==> src/rtl/ex_mdu_seq.sv <==
// Multi-cycle RV32M multiply/divide sequencer for the EX stage.
// Multiply is radix-2 shift-add, divide is restoring. Both iterate on magnitudes
// and apply the sign in a single fix-up cycle. Divide-by-zero and signed overflow
// are resolved at accept time and go straight to DONE.
//
// Ports:
//   clk_i, rst_i    clock (rising edge), asynchronous active-high reset
//   start_i         issue request, sampled in IDLE or DONE
//   op_i            funct3: MUL, MULH, MULHSU, MULHU, DIV, DIVU, REM, REMU
//   a_i, b_i        rs1 / rs2 operands, only sampled on the accept edge
//   flush_i         abort to IDLE, no done pulse, result kept
//   busy_o          high in CALC and FIX
//   stall_o         pipeline stall request (combinational)
//   done_o          one-cycle pulse, result_o valid
//   result_o        registered result, held until the next done
module ex_mdu_seq #(
  parameter int unsigned XLEN = 32
) (
  input  logic            clk_i,
  input  logic            rst_i,
  input  logic            start_i,
  input  logic [2:0]      op_i,
  input  logic [XLEN-1:0] a_i,
  input  logic [XLEN-1:0] b_i,
  input  logic            flush_i,
  output logic            busy_o,
  output logic            stall_o,
  output logic            done_o,
  output logic [XLEN-1:0] result_o
);

  localparam int unsigned PW   = 2 * XLEN;
  localparam int unsigned CntW = $clog2(XLEN);
  localparam logic [CntW-1:0] CntLast = CntW'(XLEN - 1);

  typedef enum logic [1:0] {StIdle, StCalc, StFix, StDone} state_e;

  state_e          state_q, state_d;
  logic [2:0]      op_q, op_d;
  logic            neg_q, neg_d;
  logic [XLEN-1:0] divisor_q, divisor_d;  // multiplicand for MUL*, divisor for DIV*
  logic [PW-1:0]   prod_q, prod_d;        // {hi, lo}: product, or {remainder, quotient}
  logic [CntW-1:0] cnt_q, cnt_d;
  logic [XLEN-1:0] result_q, result_d;

  // Accept-time operand decode
  logic            is_div, is_rem, a_signed, b_signed, sa, sb;
  logic [XLEN-1:0] mag_a, mag_b;
  logic            div_zero, div_ovf, special, acc_neg;
  logic [XLEN-1:0] special_res;

  always_comb begin
    is_div   = op_i[2];
    is_rem   = op_i[2] & op_i[1];
    // DIV/REM signed both; MUL/MULH signed both; MULHSU signed a only.
    a_signed = op_i[2] ? ~op_i[0] : (op_i != 3'd3);
    b_signed = op_i[2] ? ~op_i[0] : ~op_i[1];
    sa       = a_signed & a_i[XLEN-1];
    sb       = b_signed & b_i[XLEN-1];
    mag_a    = sa ? (~a_i + XLEN'(1)) : a_i;
    mag_b    = sb ? (~b_i + XLEN'(1)) : b_i;
    acc_neg  = is_rem ? sa : (sa ^ sb);
    div_zero = (b_i == '0);
    div_ovf  = ~op_i[0] & (a_i == {1'b1, {(XLEN - 1){1'b0}}}) & (b_i == '1);
    special  = is_div & (div_zero | div_ovf);
    if (div_zero) begin
      special_res = is_rem ? a_i : '1;
    end else begin
      special_res = is_rem ? '0 : a_i;
    end
  end

  // One iteration of each algorithm
  logic [XLEN:0]   mul_add;
  logic [PW-1:0]   mul_step;
  logic [XLEN:0]   rem_sh;
  logic [XLEN+1:0] div_diff;
  logic [PW-1:0]   div_step;

  always_comb begin
    mul_add  = {1'b0, prod_q[PW-1:XLEN]} +
               {1'b0, (prod_q[0] ? divisor_q : {XLEN{1'b0}})};
    mul_step = {mul_add, prod_q[XLEN-1:1]};
    rem_sh   = prod_q[PW-1:XLEN-1];
    div_diff = {1'b0, rem_sh} - {2'b00, divisor_q};
    if (!div_diff[XLEN+1]) begin
      div_step = {div_diff[XLEN-1:0], prod_q[XLEN-2:0], 1'b1};
    end else begin
      div_step = {rem_sh[XLEN-1:0], prod_q[XLEN-2:0], 1'b0};
    end
  end

  // Sign fix-up and result select
  logic [PW-1:0]   prod_s;
  logic [XLEN-1:0] quo, rem, fix_res;

  always_comb begin
    prod_s = neg_q ? (~prod_q + PW'(1)) : prod_q;
    quo    = prod_q[XLEN-1:0];
    rem    = prod_q[PW-1:XLEN];
    case (op_q)
      3'd0:                 fix_res = prod_s[XLEN-1:0];
      3'd1, 3'd2, 3'd3:     fix_res = prod_s[PW-1:XLEN];
      3'd4, 3'd5:           fix_res = neg_q ? (~quo + XLEN'(1)) : quo;
      default:              fix_res = neg_q ? (~rem + XLEN'(1)) : rem;
    endcase
  end

  always_comb begin
    state_d   = state_q;
    op_d      = op_q;
    neg_d     = neg_q;
    divisor_d = divisor_q;
    prod_d    = prod_q;
    cnt_d     = cnt_q;
    result_d  = result_q;
    if (flush_i) begin
      state_d = StIdle;
    end else begin
      case (state_q)
        StIdle, StDone: begin
          state_d = StIdle;
          if (start_i) begin
            op_d      = op_i;
            neg_d     = acc_neg;
            divisor_d = mag_b;
            prod_d    = {{XLEN{1'b0}}, mag_a};
            cnt_d     = '0;
            if (special) begin
              result_d = special_res;
              state_d  = StDone;
            end else begin
              state_d  = StCalc;
            end
          end
        end
        StCalc: begin
          prod_d = op_q[2] ? div_step : mul_step;
          cnt_d  = cnt_q + CntW'(1);
          if (cnt_q == CntLast) begin
            state_d = StFix;
          end
        end
        StFix: begin
          result_d = fix_res;
          state_d  = StDone;
        end
        default: state_d = StIdle;
      endcase
    end
  end

  always_ff @(posedge clk_i or posedge rst_i) begin
    if (rst_i) begin
      state_q   <= StIdle;
      op_q      <= '0;
      neg_q     <= 1'b0;
      divisor_q <= '0;
      prod_q    <= '0;
      cnt_q     <= '0;
      result_q  <= '0;
    end else begin
      state_q   <= state_d;
      op_q      <= op_d;
      neg_q     <= neg_d;
      divisor_q <= divisor_d;
      prod_q    <= prod_d;
      cnt_q     <= cnt_d;
      result_q  <= result_d;
    end
  end

  assign busy_o   = (state_q == StCalc) || (state_q == StFix);
  assign done_o   = (state_q == StDone);
  assign stall_o  = (start_i & ((state_q == StIdle) || (state_q == StDone))) | busy_o;
  assign result_o = result_q;

endmodule

==> config.mk <==
export PLATFORM = sky130hd
export DESIGN_NAME = ex_mdu_seq
export DESIGN_NICKNAME = d
export VERILOG_FILES = /design/src/rtl/ex_mdu_seq.sv
export SDC_FILE = /design/constraint.sdc
export NUM_CORES = 1
export LEC_CHECK = 0
export ABC_AREA = 1
export BUFFER_PORTS_ARGS = -buffer_cell sky130_fd_sc_hd__clkbuf_2
export CORE_ASPECT_RATIO = 1.1
export CORE_MARGIN = 2
export CORE_UTILIZATION = 50
export CTS_BUF_LIST = sky130_fd_sc_hd__clkbuf_4
export DETAILED_ROUTE_END_ITERATION = 10
export PLACE_DENSITY_LB_ADDON = 0.25
export SLEW_MARGIN = 0
export SYNTH_ARGS = -nofsm -noshare
export SYNTH_HDL_FRONTEND = slang
export SYNTH_SLANG_ARGS = --single-unit
==> constraint.sdc <==
create_clock -name clk_i -period 5.9 [get_ports clk_i]
set_input_delay 0.295 -clock clk_i [delete_from_list [all_inputs] [get_ports clk_i]]
set_output_delay 0.295 -clock clk_i [all_outputs]
set_load 0.01 [all_outputs]
# Word-level counts from Yosys, hierarchy flattened
# Cells that the tools add are included.
[totals]
regBits = 139
input_bits = 71
out_inout_bits = 35
[op_classes]
add_sub_neg = 8
n_eq_ne = 15
mux = 27
bitwise = 18
n_reduce_logical = 13
[ops]
columns = ["cell", "n"]
rows = [
  ["32-bit 2-to-1 mux", 10],
  ["64-bit 2-to-1 mux", 4],
  ["32-bit by 1-bit adder with 32-bit output (second input constant)", 4],
  ["32-bit NOT", 4],
  ["64-bit case mux with 2 select lines", 1],
  ["32-bit case mux with 3 select lines", 1],
  ["64-bit by 1-bit adder with 64-bit output (second input constant)", 1],
  ["32-bit == test (second input constant)", 2],
  ["64-bit NOT", 1],
  ["32-bit case mux with 2 select lines", 1],
  ["33-bit by 32-bit subtractor with 34-bit output", 1],
  ["32-bit by 32-bit adder with 33-bit output", 1],
  ["32-bit zero test", 1],
  ["5-bit case mux with 2 select lines", 1],
  ["2-bit 2-to-1 mux", 4],
  ["1-bit bitwise AND", 7],
  ["3-bit by 2-bit == test with 1-bit output (second input constant)", 2],
  ["3-bit == test (second input constant)", 2],
  ["2-bit case mux with 3 select lines", 1],
  ["3-bit AND reduction", 2],
  ["5-bit by 1-bit adder with 5-bit output (second input constant)", 1],
  ["5-bit == test (second input constant)", 1],
  ["5-bit 2-to-1 mux", 1],
  ["2-bit == test (second input constant)", 2],
  ["other kinds (16)", 25],
]

# Depth between registers and ports, before layout
[logic_depth]
depth_word = 9
depth_mapped = 20

# Worst setup path after synthesis
# OpenSTA, ideal clock, no wires.
[synth_path]
kind = "register to register"
startpoint = "reg prod_q[0]"
endpoint = "reg prod_q[47]"
setup_time_ps = 118
arrival_ps = 2330
slack_ps = 3452
stages_incl_launch_ff = 20
n_path_buf = 2
path_cell_list = "dfrtp_1 buf_2 clkbuf_1 nand2_1 inv_1 ha_1 inv_1 fa_1 inv_1 nand3_1 nand3_1 inv_1 o21bai_1 nand2_1 nand3_1 nand3_1 nand2_1 inv_1 nand3_1 nand2_1"
[synth_between]
elab_chain_len = 4
[synth_lines]
columns = ["element", "line_no", "text"]
rows = [
  ["from (decl)", "42", "logic [PW-1:0] prod_q, prod_d;"],
  ["from (signal assigned)", "167", "prod_q <= prod_d;"],
  ["32-bit 2-to-1 mux", "82", "{1'b0, (prod_q[0] ? divisor_q : {XLEN{1'b0}})};"],
  ["32-bit by 32-bit adder with 33-bit output", "81", "mul_add = {1'b0, prod_q[PW-1:XLEN]} +"],
  ["64-bit 2-to-1 mux", "138", "prod_d = op_q[2] ? div_step : mul_step;"],
  ["64-bit case mux with 2 select lines", "120", "case (state_q)"],
]
# No other way between the ends.
# A chain may end at the register's enable or synchronous reset.

# Worst setup path after layout
[layout_path]
startpoint = "reg prod_q[51]"
endpoint = "reg prod_q[44]"
[layout_between]
elab_chain_len = 4
[layout_lines]
columns = ["element", "line_no", "text"]
rows = [
  ["33-bit by 32-bit subtractor with 34-bit output", "85", "div_diff = {1'b0, rem_sh} - {2'b00, divisor_q};"],
  ["64-bit 2-to-1 mux", "86", "if (!div_diff[XLEN+1]) begin"],
  ["64-bit 2-to-1 mux", "138", ""],
  ["64-bit case mux with 2 select lines", "120", ""],
]
# No other way between the ends.

==> summary.md <==
| Metric | Value |
|---|---|
| Status | completed |
| Max FO, Critical Path | 36 |
| Placed cell area | about 18000 µm² |
| VDD IR max | between 0.0002 and 0.0003 V |
| Most frequent cells after synthesis | nand2_1 (1039), inv_1 (419), nor2_1 (407), nand3_1 (370), o21ai_0 (219) |
| Tmin final | 3.74 ns |
| Most common cell in the synthesized netlist | nand2_1 |
| Post-DR vias/cell | 5.85 |
| Power Dens Cells | 522 nW/µm² |
| Post-Route Utilization | 0.545 |
| Post-synth EDFFs | 0 |
| Synth Warn # | 0 |
| Final period util | 0.633 |
| CP Data Required Time | 6.45 ns |
| Hold Path Class | in2reg |
| Worst Hold Path Cells | 4 |
| CTS tree | done |
| Hold wc startpoint | b_i[23] |
| Starting DRC count in detailed routing | 1982 |
| Die Width | 183 µm |
| Worst hold margin | 0.0398 ns |
| CTS Root Buffer Type | clkbuf_4 |
| Chip height | 201 µm |
| Worst slack, placed | 2.35 ns |
| R2R Path End | prod_q[44] |
| CTS Sinks | around 140 |
| Endpoint, Worst Hold | divisor_q[23] |
| Reg2Reg Depth | 11 |
| Nets | 3426 |
| Port buffer count | ~110 |
| # rows | 72 |
| Synth Flop Type | dfrtp_1 |
| Static Leak | 10.2 nW |
| Final Skew | 0.0249 ns |
| Worst slew margin | 0.241 |
| DRT antenna net count | 0 |
| Number of buffers created by CTS | 17 |
| CTS max path bufs | 2 |
| Die area | about 37000 µm² |
| Yosys cell types | 50 |
| Cell taking the most area after synthesis | nand2_1 |
| R2R Path Start | prod_q[51] |
| CP Class | reg2reg |
| Design Area, Final | 19000 µm² |
| Crit start category | flop |
| Post-Synthesis Cell Area | ~18000 µm² |
| Total power draw | 9.91 mW |
| Fraction of registers with async set/reset | 1.00 |
| PnR worst setup slack | approximately 2.2 ns |
| DP HPWL | 60800 µm |
| Syn_area_per_cell | 5.46 µm² |
| Share of layout cells above drive strength 1 | 0.0650 |
| Vias in the first global route | 20229 |
| Net count after synthesis | between 3000 and 4000 |
| Core ar. | 34900 µm² |
| GRT Residual Overflow | 0 |
| R2R setup slack | 2.16 ns |
| Hold Violations, Final | 0 |
| First-pass GRT wire length | 117000 µm |
| GRT Total Usage | 0.418 |
| Total of max-cap violations | 0 |
| CTS H-tree lvls | 4 |
| Clock Latency Late Sink | 0.69 ns |
| Top post-synthesis cells by area | nand2_1 (22%), dfrtp_1 (20%), nand3_1 (11%) |
| Largest net degree at the start of global routing | between 90 and 100 |
| Max Clock Freq | 268 MHz |
| Worst path arrival time | 4.29 ns |
| Flops & latches, synth | 139 |
| Max Transition Viols Final | 0 |
| Synthesized instance count | 3215 |
| Dpl cells | 3671 |
| Synth top area share | 0.222 |
| RSZ-0062 raised after global routing | false |
| Drt first pass iters | 8 |
| Initial antenna violation count | 7 |
| Setup TNS | 0 ns |
| DRC | 0 |
| Initial Util | 0.504 |
| WL final | 76800 µm |
| DR WL/cell | 20.5 µm |
| Finished Layout Cells | 3740 |
| Ports | 106 |
| Register area share after synthesis | 0.198 |
| Setup crit end kind | flop |
| Layout area overhead | 8.08% |
| Vias | 21873 |
| Final number of setup-violating endpoints | 0 |
| Reg clk slew, reported paths | around 0.13 ns |
| Worst Tran Pin Value | 1.14 ns |
| Routability congestion estimate | 1.10 |
-- worst max-delay path by stage --
stage	cells past startpoint	start	to	slack, ns
5_1_grt	11	prod_q[51]	prod_q[44]	2.02
6_report	11	prod_q[51]	prod_q[44]	2.16
4_1_cts	10	state_q[1]	prod_q[24]	2.30
3_3_place_gp	11	prod_q[51]	prod_q[44]	2.44
3_5_place_dp	10	state_q[1]	prod_q[24]	2.35
2_1_floorplan	1	rst_i	cnt_q[0]	1.88
-- cell usage in the layout, fill, tap and decap left out, drive strengths merged, types with 16 or more instances in the layout --
| cell type | Yosys | layout |
|---|---|---|
| clkbuf | 78 | 124 |
| dlygate4sd3 | 0 | 33 |
| a31oi | 23 | 23 |
| dfrtp | 139 | 139 |
| nand2 | 1045 | 1045 |
| buf | 31 | 16 |
| a21oi | 155 | 155 |
| nor2 | 419 | 419 |
| nand3 | 371 | 371 |
| ha | 74 | 74 |
| nand4 | 49 | 49 |
| nor3 | 31 | 31 |
| o21ai | 240 | 240 |
| inv | 430 | 432 |
| xor2 | 37 | 37 |
-- final cells by class --
type	count	area (µm²)
Antenna cell	4	10.0
Clock buffer	19	143
Clock inverter	13	168
Fill cell	3739	15900
Inverter	433	1640
Multi-Input combinational cell	2534	12000
Sequential cell	139	3480
Tap cell	444	556
Timing Repair Buffer	154	976
-- critical path: stages (launching register included) --
cell	delay, ns
dfrtp_1	0.73
ha_1	0.43
nand2_1	0.17
inv_2	0.06
a21oi_1	0.20
o21ai_1	0.13
a21oi_2	0.77
nand2_4	0.49
nor2_4	0.35
nand2_1	0.09
nand3_1	0.08
o21ai_0	0.08
-- power breakdown --
part / total (mW) / internal (mW) / switching [mW]
Combinational: 7.18 / 2.08 / 5.11
Clock: 0.714 / 0.306 / 0.408
Sequential: 2.01 / 1.34 / 0.668
-- registers in the layout (all words and copies together), names as in the netlist --
| register | count |
|---|---|
| cnt_q | 5 |
| result_o | 32 |
| divisor_q | 32 |
| state_q | 2 |
| op_q | 3 |
| prod_q | 64 |
| neg_q | 1 |
-- logic make-up (layout without fill, tap and decap cells) --
| logic type | count (synthesis) | after routing | synth area share |
|---|---|---|---|
| compound gates | 457 | 457 | 0.138 |
| xor+xnor | 44 | 44 | 0.0219 |
| fa+ha+maj | 76 | 76 | 0.0550 |
| buf+inv | 542 | 619 | 0.120 |
| flops | 139 | 139 | 0.198 |
| other cells | 0 | 4 | 0 |
| simple gates | 1957 | 1957 | 0.467 |
-- per-layer routing --
metal / track usage / part of all wire / vias to the layer above
met5: 0 / 0.00017 / -
met4: 0.353 / 0.10 / 2
met3: 0.0931 / 0.080 / 343
met2: 0.687 / 0.46 / 1145
met1: 0.458 / 0.36 / 9940
li1: - / - / 10443
-- what timing repair did --
action,in CTS,in global routing
hold buffers,33,0
buffers inserted,0,0
resized for setup,0,0
endpoints found under the hold margin,121,0
Note: power is estimated with default switching activity, not from simulation.
